<file path="src/rtl/ahb_stream_bridge.sv">
// ahb_stream_bridge
//
// AHB-Lite slave that connects the bus to a streaming compute engine.
//   - Bus writes to DATA push words into an input FIFO (IFF) that drains to the
//     engine over tx_valid/tx_ready.
//   - Engine results arrive on rx_valid/rx_ready into an output FIFO (OFF) that
//     bus reads of DATA pop.
//   - Register map on HADDR[3:2]: 0 DATA, 1 STATUS (RO), 2 CTRL, 3 IRQCFG.
//   - Illegal HSIZE, IFF overflow, OFF underflow and STATUS writes get a
//     two-cycle ERROR response and change no state.
//   - eng_rst is a 2-cycle engine reset: after HRESET, on a CTRL[0] write, or
//     (CTRL[1] auto mode) when the OFF drains empty after new results. While
//     eng_rst is high the IFF is flushed.
//
// Optional feature: define AHB_STREAM_IRQ_EN to build the OFF-level interrupt
// (IRQCFG register and irq output). Without it, irq is 0 and IRQCFG reads 0
// and ignores writes.
//
// Ports
//   HCLK, HRESET           clock, synchronous active-high reset
//   HSEL..HWDATA           AHB-Lite slave inputs (HREADY is the bus-wide ready)
//   HRDATA, HREADYOUT,     AHB-Lite slave outputs; HRDATA is registered
//   HRESP
//   tx_data/valid/ready    IFF head towards the engine
//   rx_data/valid/ready    engine results into the OFF
//   eng_rst                active-high engine reset
//   irq                    OFF level interrupt

module ahb_stream_bridge_fifo #(
  parameter int WIDTH = 32,
  parameter int DEPTH = 8
) (
  input  logic                     clk,
  input  logic                     rst,
  input  logic                     flush,
  input  logic                     push,
  input  logic [WIDTH-1:0]         wdata,
  input  logic                     pop,
  output logic [WIDTH-1:0]         rdata,
  output logic [$clog2(DEPTH):0]   level,
  output logic                     full,
  output logic                     empty
);
  localparam int PW = $clog2(DEPTH);
  localparam int LW = PW + 1;

  logic [WIDTH-1:0] mem [DEPTH];
  logic [PW-1:0]    wr_ptr;
  logic [PW-1:0]    rd_ptr;
  logic [LW-1:0]    count;
  logic             do_push;
  logic             do_pop;

  assign full    = (count == LW'(DEPTH));
  assign empty   = (count == '0);
  assign do_push = push & ~full;
  assign do_pop  = pop & ~empty;
  assign rdata   = mem[rd_ptr];
  assign level   = count;

  // NOTE: sequential state uses non-blocking (<=) so every register samples
  // pre-edge values; blocking here would create order-dependent races.
  always_ff @(posedge clk) begin
    if (rst || flush) begin
      wr_ptr <= '0;
      rd_ptr <= '0;
      count  <= '0;
    end else begin
      // Pointers are log2(DEPTH) bits, so they wrap modulo DEPTH naturally.
      if (do_push) wr_ptr <= wr_ptr + 1'b1;
      if (do_pop)  rd_ptr <= rd_ptr + 1'b1;
      unique case ({do_push, do_pop})
        2'b10:   count <= count + 1'b1;
        2'b01:   count <= count - 1'b1;
        default: count <= count;
      endcase
    end
  end

  // NOTE: storage is deliberately not reset; the pointers/count define
  // validity, and a reset here would turn RAM into a wide flop array.
  always_ff @(posedge clk) begin
    if (do_push) mem[wr_ptr] <= wdata;
  end
endmodule

module ahb_stream_bridge #(
  parameter int W         = 32,
  parameter int AW        = 12,
  parameter int IN_DEPTH  = 8,
  parameter int OUT_DEPTH = 8
) (
  input  logic          HCLK,
  input  logic          HRESET,
  input  logic          HSEL,
  input  logic [AW-1:0] HADDR,
  input  logic          HWRITE,
  input  logic [1:0]    HTRANS,
  input  logic [2:0]    HSIZE,
  input  logic          HREADY,
  input  logic [W-1:0]  HWDATA,
  output logic [W-1:0]  HRDATA,
  output logic          HREADYOUT,
  output logic          HRESP,
  output logic [W-1:0]  tx_data,
  output logic          tx_valid,
  input  logic          tx_ready,
  input  logic [W-1:0]  rx_data,
  input  logic          rx_valid,
  output logic          rx_ready,
  output logic          eng_rst,
  output logic          irq
);
  localparam logic [2:0] SIZE_CODE = (W == 64) ? 3'd3 : 3'd2;
  localparam int ILW  = $clog2(IN_DEPTH) + 1;
  localparam int OLW  = $clog2(OUT_DEPTH) + 1;
  localparam int ISW  = ILW + 1;

  typedef enum logic [1:0] {
    REG_DATA   = 2'd0,
    REG_STATUS = 2'd1,
    REG_CTRL   = 2'd2,
    REG_IRQCFG = 2'd3
  } reg_e;

  typedef enum logic [1:0] {
    ST_OKAY = 2'd0,
    ST_ERR1 = 2'd1,
    ST_ERR2 = 2'd2
  } state_e;

  state_e         state, state_nx;

  // Address-phase decode
  logic           accept;
  reg_e           ap_reg;
  logic           size_err, wr_full_err, rd_empty_err, wr_status_err;
  logic           ap_err, ap_ok, rd_ok;

  // Data-phase controls latched from the address phase
  logic           dp_wr;
  reg_e           dp_reg;
  logic           dp_push_pend;

  // FIFO plumbing
  logic           iff_push, iff_pop, iff_full, iff_empty;
  logic [ILW-1:0] iff_level;
  logic [W-1:0]   iff_rdata;
  logic           off_push, off_pop, off_full, off_empty;
  logic [OLW-1:0] off_level;
  logic [W-1:0]   off_rdata;

  // Control / engine reset
  logic           ctrl_auto;
  logic           ctrl_wr;
  logic           rx_seen;
  logic [1:0]     eng_cnt;
  logic           auto_trig, soft_rst, eng_load;

  logic [31:0]    status_word;
  logic [31:0]    irqcfg_word;
  logic [W-1:0]   rd_mux;

  logic           unused_inputs;
  assign unused_inputs = ^{HTRANS[0], HADDR[AW-1:4], HADDR[1:0]};

  // ---------------------------------------------------------------------------
  // Address phase. Transfers presented during the first ERROR cycle are
  // ignored even if HREADY were high.
  // ---------------------------------------------------------------------------
  assign accept = HSEL & HREADY & HTRANS[1] & (state != ST_ERR1);
  assign ap_reg = reg_e'(HADDR[3:2]);

  // The word whose push is still in its data phase counts against capacity.
  assign dp_push_pend = dp_wr & (dp_reg == REG_DATA);

  assign size_err      = (HSIZE != SIZE_CODE);
  assign wr_full_err   = HWRITE & (ap_reg == REG_DATA) &
                         (({1'b0, iff_level} + ISW'(dp_push_pend)) == ISW'(IN_DEPTH));
  assign rd_empty_err  = ~HWRITE & (ap_reg == REG_DATA) & off_empty;
  assign wr_status_err = HWRITE & (ap_reg == REG_STATUS);

  assign ap_err = accept & (size_err | wr_full_err | rd_empty_err | wr_status_err);
  assign ap_ok  = accept & ~ap_err;
  assign rd_ok  = ap_ok & ~HWRITE;

  // ---------------------------------------------------------------------------
  // Response FSM
  // ---------------------------------------------------------------------------
  always_ff @(posedge HCLK) begin
    if (HRESET) state <= ST_OKAY;
    else        state <= state_nx;
  end

  // NOTE: every output of a combinational block is given a default first, so
  // no path leaves it unassigned and no latch is inferred.
  always_comb begin
    state_nx  = state;
    HREADYOUT = 1'b1;
    HRESP     = 1'b0;
    unique case (state)
      ST_OKAY: begin
        if (ap_err) state_nx = ST_ERR1;
      end
      ST_ERR1: begin
        HREADYOUT = 1'b0;
        HRESP     = 1'b1;
        state_nx  = ST_ERR2;
      end
      ST_ERR2: begin
        HRESP    = 1'b1;
        state_nx = ap_err ? ST_ERR1 : ST_OKAY;
      end
      default: state_nx = ST_OKAY;
    endcase
  end

  // ---------------------------------------------------------------------------
  // Data phase: writes take HWDATA one cycle after their address phase.
  // ---------------------------------------------------------------------------
  always_ff @(posedge HCLK) begin
    if (HRESET) begin
      dp_wr  <= 1'b0;
      dp_reg <= REG_DATA;
    end else begin
      dp_wr  <= ap_ok & HWRITE;
      dp_reg <= ap_reg;
    end
  end

  assign iff_push = dp_push_pend;
  assign ctrl_wr  = dp_wr & (dp_reg == REG_CTRL);

  // ---------------------------------------------------------------------------
  // FIFOs
  // ---------------------------------------------------------------------------
  ahb_stream_bridge_fifo #(.WIDTH(W), .DEPTH(IN_DEPTH)) u_iff (
    .clk   (HCLK),
    .rst   (HRESET),
    .flush (eng_rst),
    .push  (iff_push),
    .wdata (HWDATA),
    .pop   (iff_pop),
    .rdata (iff_rdata),
    .level (iff_level),
    .full  (iff_full),
    .empty (iff_empty)
  );

  ahb_stream_bridge_fifo #(.WIDTH(W), .DEPTH(OUT_DEPTH)) u_off (
    .clk   (HCLK),
    .rst   (HRESET),
    .flush (1'b0),
    .push  (off_push),
    .wdata (rx_data),
    .pop   (off_pop),
    .rdata (off_rdata),
    .level (off_level),
    .full  (off_full),
    .empty (off_empty)
  );

  // The engine sees nothing while it is being reset and the IFF is flushing.
  assign tx_valid = ~iff_empty & ~eng_rst;
  assign tx_data  = iff_rdata;
  assign iff_pop  = tx_valid & tx_ready;

  assign rx_ready = ~off_full;
  assign off_push = rx_valid & rx_ready;
  assign off_pop  = rd_ok & (ap_reg == REG_DATA);

  // ---------------------------------------------------------------------------
  // CTRL and engine reset
  // ---------------------------------------------------------------------------
  assign soft_rst  = ctrl_wr & HWDATA[0];
  assign auto_trig = ctrl_auto & rx_seen & off_empty & (eng_cnt == 2'd0);
  assign eng_load  = soft_rst | auto_trig;
  assign eng_rst   = (eng_cnt != 2'd0);

  always_ff @(posedge HCLK) begin
    if (HRESET) begin
      ctrl_auto <= 1'b0;
      rx_seen   <= 1'b0;
      eng_cnt   <= 2'd2;  // held at 2 in reset -> 2 cycles high after release
    end else begin
      if (ctrl_wr) ctrl_auto <= HWDATA[1];
      // A result arriving in the same cycle as a reset still counts as new.
      if (off_push)      rx_seen <= 1'b1;
      else if (eng_load) rx_seen <= 1'b0;
      if (eng_load)            eng_cnt <= 2'd2;
      else if (eng_cnt != 2'd0) eng_cnt <= eng_cnt - 1'b1;
    end
  end

  // ---------------------------------------------------------------------------
  // Optional OFF-level interrupt
  // ---------------------------------------------------------------------------
`ifdef AHB_STREAM_IRQ_EN
  logic           irq_wr;
  logic [7:0]     irq_thr;
  logic           irq_en;
  logic           irq_pend;
  logic           irq_cond_q;
  logic           irq_cond_nx;
  logic [OLW-1:0] off_level_nx;

  assign irq_wr = dp_wr & (dp_reg == REG_IRQCFG);

  // Evaluate the condition on the level the OFF will hold after this edge, so
  // pending rises together with the push that reaches the threshold.
  assign off_level_nx = off_level + OLW'(off_push) - OLW'(off_pop);
  assign irq_cond_nx  = irq_en & (32'(off_level_nx) >= 32'(irq_thr));

  always_ff @(posedge HCLK) begin
    if (HRESET) begin
      irq_thr    <= '0;
      irq_en     <= 1'b0;
      irq_pend   <= 1'b0;
      irq_cond_q <= 1'b0;
    end else begin
      irq_cond_q <= irq_cond_nx;
      if (irq_wr) begin
        irq_thr <= HWDATA[7:0];
        irq_en  <= HWDATA[8];
      end
      // Pending latches on the rising condition so a W1C is not undone while
      // the level simply stays above threshold; a fresh set beats a clear.
      if (irq_cond_nx & ~irq_cond_q)  irq_pend <= 1'b1;
      else if (irq_wr & HWDATA[9])    irq_pend <= 1'b0;
    end
  end

  assign irq         = irq_pend & irq_en;
  assign irqcfg_word = {22'd0, irq_pend, irq_en, irq_thr};
`else
  assign irq         = 1'b0;
  assign irqcfg_word = 32'd0;
`endif

  // ---------------------------------------------------------------------------
  // Read path: captured into HRDATA on the address-phase edge.
  // ---------------------------------------------------------------------------
  assign status_word = {14'd0, off_empty, iff_full, 8'(off_level), 8'(iff_level)};

  always_comb begin
    rd_mux = '0;
    unique case (ap_reg)
      REG_DATA:   rd_mux = off_rdata;
      REG_STATUS: rd_mux = W'(status_word);
      REG_CTRL:   rd_mux = W'({ctrl_auto, 1'b0});  // bit 0 self-clears
      REG_IRQCFG: rd_mux = W'(irqcfg_word);
      default:    rd_mux = '0;
    endcase
  end

  always_ff @(posedge HCLK) begin
    if (HRESET)     HRDATA <= '0;
    else if (rd_ok) HRDATA <= rd_mux;
  end
endmodule

</file>
<file path="config.mk">
export PLATFORM = sky130hd
export DESIGN_NAME = ahb_stream_bridge
export DESIGN_NICKNAME = d
export VERILOG_FILES = /design/src/rtl/ahb_stream_bridge.sv
export SDC_FILE = /design/constraint.sdc
export NUM_CORES = 1
export LEC_CHECK = 0
export CORE_MARGIN = 3
export CORE_UTILIZATION = 25
export CTS_BUF_LIST = sky130_fd_sc_hd__clkbuf_16
export DETAILED_ROUTE_END_ITERATION = 10
export GPL_TIMING_DRIVEN = 0
export PLACE_DENSITY = 0.39
export RECOVER_POWER = 50
export SYNTH_ARGS = -nofsm -noshare
export SYNTH_HDL_FRONTEND = slang
export SYNTH_HIERARCHICAL = 1
export SYNTH_SLANG_ARGS = --single-unit
</file>
<file path="constraint.sdc">
create_clock -name HCLK -period 14.6 [get_ports HCLK]
set_input_delay 2.92 -clock HCLK [delete_from_list [all_inputs] [get_ports HCLK]]
set_output_delay 2.92 -clock HCLK [all_outputs]
set_load 0.01 [all_outputs]
</file>
==> results of run 1 <==
[layout make-up]
cell class / instances / area (um^2)
diodes: 7 / 17.5
plain buffers: 60 / 479
clock buffers: 71 / 1780
clock inverters: 56 / 497
fillers: 8746 / 61900
inverters: 14 / 52.6
multi-input cells: 469 / 5830
flip-flops and latches: 579 / 16700
well taps: 1176 / 1470
repair buffers: 200 / 1990
[stage by stage]
stage	hold WS, ns	util [%]
finish	0.457	31.8
global route	0.484	31.8
CTS	0.458	31.9
detailed placement	0.447	29.4
global placement	0.442	28.6
floorplan	0.442	-
[worst max-delay path: stages]
cell and delay [ns]:
clkdlybuf4s50_1 0.55, nor2_2 0.52, a21oi_2 0.12, nand3_1 0.27, clkbuf_1 0.57, nor3_1 0.12
o41a_1 0.24, ha_1 0.30, xor2_1 0.17, ha_1 0.18, a21oi_1 0.14, xor2_1 0.09
or3_1 0.31, a21oi_1 0.14
[routing by layer]
layer / track usage (%) / share of wire (%)
met2: 20.3 / 49
met5: 0 / 0.12
met3: 2.95 / 5.5
met4: 3.30 / 2.2
met1: 15.9 / 43
[power breakdown]
part | total (mW) | internal [mW] | leakage, nW | switching (mW)
combinational | 0.0989 | 0.0445 | 2.91 | 0.0545
sequential | 1.82 | 1.81 | 5.17 | 0.00430
clock | 1.70 | 1.01 | 1.18 | 0.684
[final timing paths]
check                                        end  slack, ns      start
worst max-delay path              u_off/level[2]       8.49   HADDR[3]
worst min-delay path                   HRDATA[5]       0.46  HRDATA[5]
worst max register to register  u_iff/mem[1][19]      10.32  dp_reg[1]
worst min register to register         HRDATA[5]       0.46  HRDATA[5]
[kinds of logic after synthesis]
kind of cell             share of synthesized area (%)
other                                           0.0163
AO/OA/AOI/OAI                                     1.56
AND/OR/NAND/NOR                                   3.61
multiplexers                                      18.3
adder cells (fa/ha/maj)                          0.979
flip-flops                                        72.6
XOR/XNOR                                         0.603
buffers and inverters                             2.31
[cells in the mapped netlist, types with 3 or more instances]
cell and number:
buf_12 3, buf_4 4, mux4_1 69, nand2b_1 5, nor2_1 33, buf_2 7
mux2_2 42, mux2_4 33, or3_1 4, buf_6 19, o21ai_0 3, a21oi_2 3
nor3_1 12, xor2_1 11, mux4_2 59, edfxtp_1 512, nand3_1 37, clkbuf_8 3
ha_1 18, buf_1 6, mux2i_1 10, nor4_1 7, a41oi_1 4, dfxtp_1 67
a21oi_1 36, inv_1 14, clkbuf_1 16, xnor2_1 3, nand2_1 42
==> impl_metrics.yaml, run 1 <==
routing:
  firstDrtPassIters: 4
  avgRoutedWirePerCell_um: 21.8
  wirelength_mm: 57.5
  drtIter0Drc: 712
  ant_nets: 0
  drcViolationCount: 0
  avgViaCountPerCell: 4.33
  vias: 11400
place:
  io_buffers: 145
  pre_cts_slack_ns: 7.82
  placedCellCount: 2498
  hpwl_mm: 38.4
  place.gp.congestion: 0.675
  dpl-instance-area_mm2: 0.0267
final_layout:
  mostFrequentLayoutCell: "edfxtp_1"
  syn2layout_area_growth_pct: 25.3
  fin_nets: 1501
  largestRegisters: "u_iff/mem (256), u_off/mem (256), HRDATA (32)"
  fin_area_mm2: 0.0288
  fin_cells: 2632
  drive_gt1_share_pct: 22.9
  final_cell_mix: "edfxtp_1 (512), clkdlybuf4s50_1 (88), clkbuf_16 (71)"
global_route:
  grt_pass1_vias: 12200
  grt_max_degree: 24
  grt_usage_pct: 12.2
  antenna_found_initial: 16
  grt_pass1_wl_mm: 85.2
  grt.overflow.total: 0
setup_path:
  worstPathArrival_ns: 6.64
  critPathKind: "in2reg"
  worstRegToRegCells: 7
  worstSetupStartpointType: "primary input"
  crit_path_end_kind: "flip-flop"
  critPathRequiredTime_ns: 15.13
  crit_fanout: 10
floorplan:
  io_pins: 158
  start_util_pct: 25.4
  core_area_mm2: 0.0907
  rows: 110
  die_x_um: 309
  die_height_um: 309
  die_area_mm2: 0.0957
timing:
  drv_slew: 0
  fmax_ghz: 0.164
  hold_viol_final: 0
  setup_ws_ns: 8.49
  finalCriticalPeriod_ns: 6.11
  final-setup-viol-count: 0
  clock_skew_ns: 0.0306
  grt_setup_unrepaired: "no"
  fin_crit_sh_pct: 41.9
  tightest_slew_ns: 1.48
  relSlewSlack_pct: 0.752
  fin_setup_tns_ns: 0
yosys:
  synth_flop_cell: "edfxtp_1"
  synth.area.top_cells: "edfxtp_1 (67%), mux4_1 (7.9%), dfxtp_1 (5.8%), mux4_2 (5.8%), mux2_4 (2.2%)"
  synth.top_cell.area_share_pct: 66.8
  netlist_instances: 1119
  synth_edf_count: 512
  synth_top_area_cell: "edfxtp_1"
  synth-seq-cells: 579
  syn_avg_cell_area_um2: 20.6
  ys_seq_area_share_pct: 72.6
  yosysWarnings: 6
  synthArstFlopShare_pct: 0
  ys_types: 56
  syn_area_mm2: 0.0230
clock_tree:
  cts_setup_buffers: 0
  numCtsBuffers: 71
  root_buffer: "clkbuf_16"
  clock_path_buffers: 3
  clk_pin_slew_ns: 0.06
  cts_tree: "built"
  h-tree-depth: 3
  hold_buffers: 0
  post_cts_resize_count: 0
  cts.sinks: 579
  insertion_delay_ns: 0.61
power_and_ir_drop:
  power_density_mw_per_mm2: 125
  power_mw: 3.62
  leakage_nw: 9.26
  peakVddDrop_mv: 0.0866
flow_run:
  cap_violations: 1
worst_hold_path:
  min_path_type: "reg2reg"
  hold_depth: 2
run_status:
  status: "finished with violations"
  violations: "capacitance limit"
Power figures use the tool's default switching activity.
==> inputs of run 2 (changes only) <==
==> constraint.sdc (replaced) <==
create_clock -name HCLK -period 6 [get_ports HCLK]
set_input_delay 1.2 -clock HCLK [delete_from_list [all_inputs] [get_ports HCLK]]
set_output_delay 1.2 -clock HCLK [all_outputs]
set_load 0.01 [all_outputs]
==> run 2 against run 1 <==
The flow now finishes without violations. Worst setup slack worse by 7.2 ns. Global-route usage did not move. Utilization grew 0.094 points. Via count grew 0.21%. Total power grew 140%. Cell area grew 0.30%. Sequential share of layout area decreased by 0.17 points. Hold slack worse by 0.0032 ns. Highest routed layer unchanged.
==> impl_metrics.yaml, run 2 (same netlist as run 1, synthesis figures left out) <==
run_status:
  status: "completed"
setup_path:
  endpoint: "u_off/level[2]"
  crit_start: "HADDR[3]"
  crit_fanout: 10
  crit_path_end_kind: "flip-flop"
  r2r-start: "u_off/level[1]"
  worstSetupStartpointType: "primary input"
  worstPathArrival_ns: 5.29
  critPathKind: "in2reg"
  critPathRequiredTime_ns: 6.53
  worst_r2r_endpoint: "u_off/level[2]"
  worstRegToRegCells: 14
  regToRegSetupSlack_ns: 1.90
clock_tree:
  clk_pin_slew_ns: 0.06
  insertion_delay_ns: 0.60
  post_cts_resize_count: 0
  root_buffer: "clkbuf_16"
  cts.sinks: 579
  hold_buffers: 0
  clock_path_buffers: 3
  cts_tree: "built"
  cts_setup_buffers: 0
  numCtsBuffers: 71
  h-tree-depth: 3
routing:
  firstDrtPassIters: 4
  avgRoutedWirePerCell_um: 21.9
  vias: 11400
  ant_nets: 0
  avgViaCountPerCell: 4.34
  wirelength_mm: 57.6
  drtIter0Drc: 666
  drcViolationCount: 0
global_route:
  grt_max_degree: 24
  grt_usage_pct: 12.2
  antenna_found_initial: 16
  grt_pass1_vias: 12200
  grt_pass1_wl_mm: 85.2
  grt.overflow.total: 0
place:
  place.gp.congestion: 0.675
  io_buffers: 145
  hpwl_mm: 38.4
  dpl-instance-area_mm2: 0.0267
  placedCellCount: 2498
floorplan:
  core_area_mm2: 0.0907
  die_height_um: 309
  die_area_mm2: 0.0957
  start_util_pct: 25.4
  rows: 110
  die_x_um: 309
  io_pins: 158
timing:
  finalCriticalPeriod_ns: 4.76
  grt_setup_unrepaired: "no"
  fmax_ghz: 0.210
  tightest_slew_ns: 1.32
  hold_viol_final: 0
  relSlewSlack_pct: 11.5
  clock_skew_ns: 0.0302
  fin_crit_sh_pct: 79.3
  final-setup-viol-count: 0
  drv_slew: 0
final_layout:
  final_cell_mix: "edfxtp_1 (512), dlygate4sd3_1 (87), clkbuf_16 (71)"
  drive_gt1_share_pct: 23.7
  syn2layout_area_growth_pct: 25.6
  fin_area_mm2: 0.0289
  fin_nets: 1501
  largestRegisters: "u_iff/mem (256), u_off/mem (256), HRDATA (32)"
  fillCellCount: 8734
  mostFrequentLayoutCell: "edfxtp_1"
  fin_cells: 2631
flow_run:
  cap_violations: 0
power_and_ir_drop:
  power_density_mw_per_mm2: 304
  power_mw: 8.79
  leakage_nw: 9.38
  peakVddDrop_mv: 0.211
worst_hold_path:
  min_path_type: "reg2reg"
[run 2: metrics by stage]
step / hold slack, ns / TNS, ns / worst slack, ns / util, %
6_report: 0.454 / 0 / 1.24 / 31.9
5_1_grt: 0.481 / 0 / 0.980 / 31.9
4_1_cts: 0.458 / 0 / 1.57 / 31.9
3_5_place_dp: 0.447 / 0 / 0.939 / 29.4
3_3_place_gp: 0.442 / -801.77 / -4.77 / 28.6
2_1_floorplan: 0.442 / 0 / 0.635 / -
[run 2: area by class of cell]
cell class | instances | area, um^2 | share of cell area (%)
plain buffers | 60 | 460 | 1.59
repair buffers | 200 | 2080 | 7.19
diodes | 6 | 15.0 | 0.0519
inverters | 14 | 52.6 | 0.182
flip-flops and latches | 579 | 16700 | 57.8
clock buffers | 71 | 1780 | 6.14
clock inverters | 56 | 497 | 1.72
well taps | 1176 | 1470 | 5.09
multi-input cells | 469 | 5850 | 20.2
[run 2: worst min path at each step]
stage / from / end / slack, ns / depth (start not counted)
2_1_floorplan: rx_seen / rx_seen / 0.44 / 1
3_3_place_gp: HRDATA[14] / HRDATA[14] / 0.44 / 2
3_5_place_dp: HRDATA[14] / HRDATA[14] / 0.45 / 2
4_1_cts: HRDATA[5] / HRDATA[5] / 0.46 / 2
5_1_grt: HRDATA[2] / HRDATA[2] / 0.48 / 2
6_report: HRDATA[2] / HRDATA[2] / 0.45 / 2
[run 2: per-layer routing]
metal / up-vias / share of wire, % / track usage [%] / wire length [um]
met1: 5937 / 44 / 15.9 / 25400
met4: 12 / 2.2 / 3.30 / 1280
met2: 217 / 49 / 20.3 / 28000
li1: 5158 / - / - / -
met5: - / 0.13 / 0 / 72
met3: 100 / 4.8 / 2.95 / 2790
[run 2: worst max-delay path: stages]
cell and delay, ns:
dlygate4sd3_1 0.65, nor2_1 0.74, a21oi_2 0.13, nand3_1 0.27
clkbuf_1 0.59, nor3_1 0.12, o41a_1 0.25, ha_1 0.31
xor2_1 0.17, ha_1 0.19, a21oi_1 0.14, xor2_1 0.09
or3_1 0.31, a21oi_1 0.14
[run 2: power by group]
group          total (mW)  internal, mW  switching [mW]
logic               0.238         0.106           0.132
clock network        4.13          2.47            1.66
registers            4.43          4.42          0.0103
total                8.79          6.99            1.81
==> inputs of run 3 (changes only) <==
--- a/config.mk
+++ b/config.mk
@@ -10,7 +10,7 @@
 export CTS_BUF_LIST = sky130_fd_sc_hd__clkbuf_16
 export DETAILED_ROUTE_END_ITERATION = 10
 export GPL_TIMING_DRIVEN = 0
-export PLACE_DENSITY = 0.39
+export PLACE_DENSITY = 0.41
 export RECOVER_POWER = 50
 export SYNTH_ARGS = -nofsm -noshare
 export SYNTH_HDL_FRONTEND = slang
==> constraint.sdc (replaced) <==
create_clock -name HCLK -period 4.1 [get_ports HCLK]
set_input_delay 0.82 -clock HCLK [delete_from_list [all_inputs] [get_ports HCLK]]
set_output_delay 0.82 -clock HCLK [all_outputs]
set_load 0.01 [all_outputs]
==> run 3 against run 2 <==
Final cell count is 0.19% lower. Largest cell class unchanged. Critical endpoint is now tx_data[30]. Count of clock-buffer cells in the layout shrank 3. Flip-flop and latch count unchanged. Routed wire length fell by 0.74%. Via count shrank 0.42%. Clock power increased by 43%. Non-clock buffer count is 7 lower. Combinational power increased by 48%. Cell area about the same. Worst setup slack lost 1.0 ns. Global-route usage decreased by 0.23 points.
==> impl_metrics.yaml, run 3 (same netlist as run 1, synthesis figures left out) <==
run_status:
  status: "completed"
setup_path:
  worstPathArrival_ns: 3.05
  critPathKind: "reg2out"
  critPathSlowestCell: "buf_1"
  worstRegToRegCells: 11
  crit_path_end_kind: "output port"
  crit_family: "buffers and inverters"
  cp.buffers_inverters: 3
  regToRegSetupSlack_ns: 0.43
  crit_fanout: 10
  worst_r2r_endpoint: "u_off/mem[1][13]"
  worstSetupStartpointType: "flip-flop"
  max_stage_delay_ns: 0.65
  critPathRequiredTime_ns: 3.28
  crit_chain: "clkbuf_2 > buf_1 > mux4_2 > mux2_2 > clkdlybuf4s50_1"
  r2r-start: "u_off/level[1]"
power_and_ir_drop:
  leakage_nw: 9.37
  p_int_mw: 10.1
  comb_power_share_pct: 2.8
  peakVddDrop_mv: 0.267
  pwr-share-seq_pct: 50.9
  switching_share_pct: 20.9
  power_density_mw_per_mm2: 439
  power_mw: 12.7
  clkPwrFrac_pct: 46.3
  p_sw_mw: 2.66
place:
  io_buffers: 145
  pre_cts_slack_ns: -0.469
  hpwl_mm: 38.7
  place.gp.congestion: 0.705
final_layout:
  syn2layout_area_growth_pct: 25.7
  fin_nets: 1491
  drive_gt1_share_pct: 23.2
  largestRegisters: "u_iff/mem (256), u_off/mem (256), HRDATA (32)"
  mostFrequentLayoutCell: "edfxtp_1"
  final_cell_mix: "edfxtp_1 (512), dlygate4sd3_1 (97), mux4_1 (69)"
routing:
  wirelength_mm: 57.1
  avgViaCountPerCell: 4.33
  ant_nets: 0
  drcViolationCount: 0
  firstDrtPassIters: 5
  drtIter0Drc: 634
  vias: 11400
  avgRoutedWirePerCell_um: 21.8
clock_tree:
  insertion_delay_ns: 0.62
  cts.sinks: 579
  numCtsBuffers: 68
  h-tree-depth: 3
  cts_setup_buffers: 0
  root_buffer: "clkbuf_16"
  clk_pin_slew_ns: 0.06
  cts_tree: "built"
  clock_path_buffers: 3
global_route:
  antenna_found_initial: 18
  grt.overflow.total: 0
  grt_max_degree: 23
  grt_pass1_vias: 12000
  grt_pass1_wl_mm: 83.2
  grt_usage_pct: 12.0
worst_hold_path:
  hold_start: "HRDATA[12]"
  min_path_type: "reg2reg"
  hold_end: "HRDATA[12]"
  hold_depth: 2
timing:
  final-setup-viol-count: 0
  relSlewSlack_pct: 26.6
  fmax_ghz: 0.259
  clock_skew_ns: 0.0254
  hold_viol_final: 0
  setup_ws_ns: 0.233
  fin_crit_sh_pct: 94.3
  grt_setup_unrepaired: "no"
  drv_slew: 0
  fin_setup_tns_ns: 0
  tightest_slew_ns: 1.10
  finalCriticalPeriod_ns: 3.87
floorplan:
  io_pins: 158
  die_area_mm2: 0.0957
  start_util_pct: 25.4
  core_area_mm2: 0.0907
  die_x_um: 309
  rows: 110
  die_height_um: 309
flow_run:
  cap_violations: 0
run 3: how the worst max path moves through the flow:
stage	start	end	slack, ns	cells past startpoint
global placement	rx_valid	u_off/mem[1][18]	-4.04	4
floorplan	rx_valid	u_off/mem[2][0]	-0.04	3
CTS	flip-flop	tx_data[0]	0.14	5
finish	flip-flop	tx_data[30]	0.23	5
detailed placement	HADDR[2]	u_off/level[2]	-0.47	14
global route	flip-flop	tx_data[0]	0.05	5
run 3: power by group through the flow:
stage | clock network [mW] | registers [mW] | logic [mW]
2_1_floorplan | 0 | 6.60 | 0.149
3_3_place_gp | 0 | 6.60 | 0.353
3_5_place_dp | 0 | 6.60 | 0.378
4_1_cts | 6.10 | 6.48 | 0.379
5_1_grt | 6.34 | 6.48 | 0.392
6_report | 5.89 | 6.48 | 0.352
run 3: per-stage QoR:
stage                     hold slack [ns]  area, um^2  cells  utilization [%]
after floorplan                     0.442       23000   1122                -
after global placement              0.451       26000   2443             28.6
after detailed placement            0.447       26700   2491             29.5
after CTS                           0.461       29000   2614             31.9
after global routing                0.486       28900   2615             31.9
final                               0.457       28900   2626             31.9
run 3: worst min-delay path, stage by stage (launching register included):
cell	delay, ns
dfxtp_1	0.31
nand2_1	0.05
a21oi_1	0.05
run 3: layout make-up:
| cell class | count | area [um^2] |
|---|---|---|
| Timing Repair Buffer | 193 | 2120 |
| Fill cell | 8721 | 61800 |
| Clock inverter | 55 | 517 |
| Antenna cell | 12 | 30.0 |
| Tap cell | 1176 | 1470 |
| Buffer | 60 | 458 |
| Sequential cell | 579 | 16700 |
| Clock buffer | 68 | 1700 |
| Multi-Input combinational cell | 469 | 5880 |
| Inverter | 14 | 52.6 |
run 3: layer usage:
metal	vias to the layer above	GRT usage, %	share of wire [%]
li1	5151	-	-
met1	5902	15.7	45
met2	236	20.0	48
met3	87	2.55	4.6
met4	0	3.23	2.0
met5	-	0	0
run 3: repair_timing:
item / CTS / global route
pin swaps: 0 / 0
setup endpoints to repair: 1 / 2
hold buffers: 0 / 0
gates resized for setup: 1 / 2
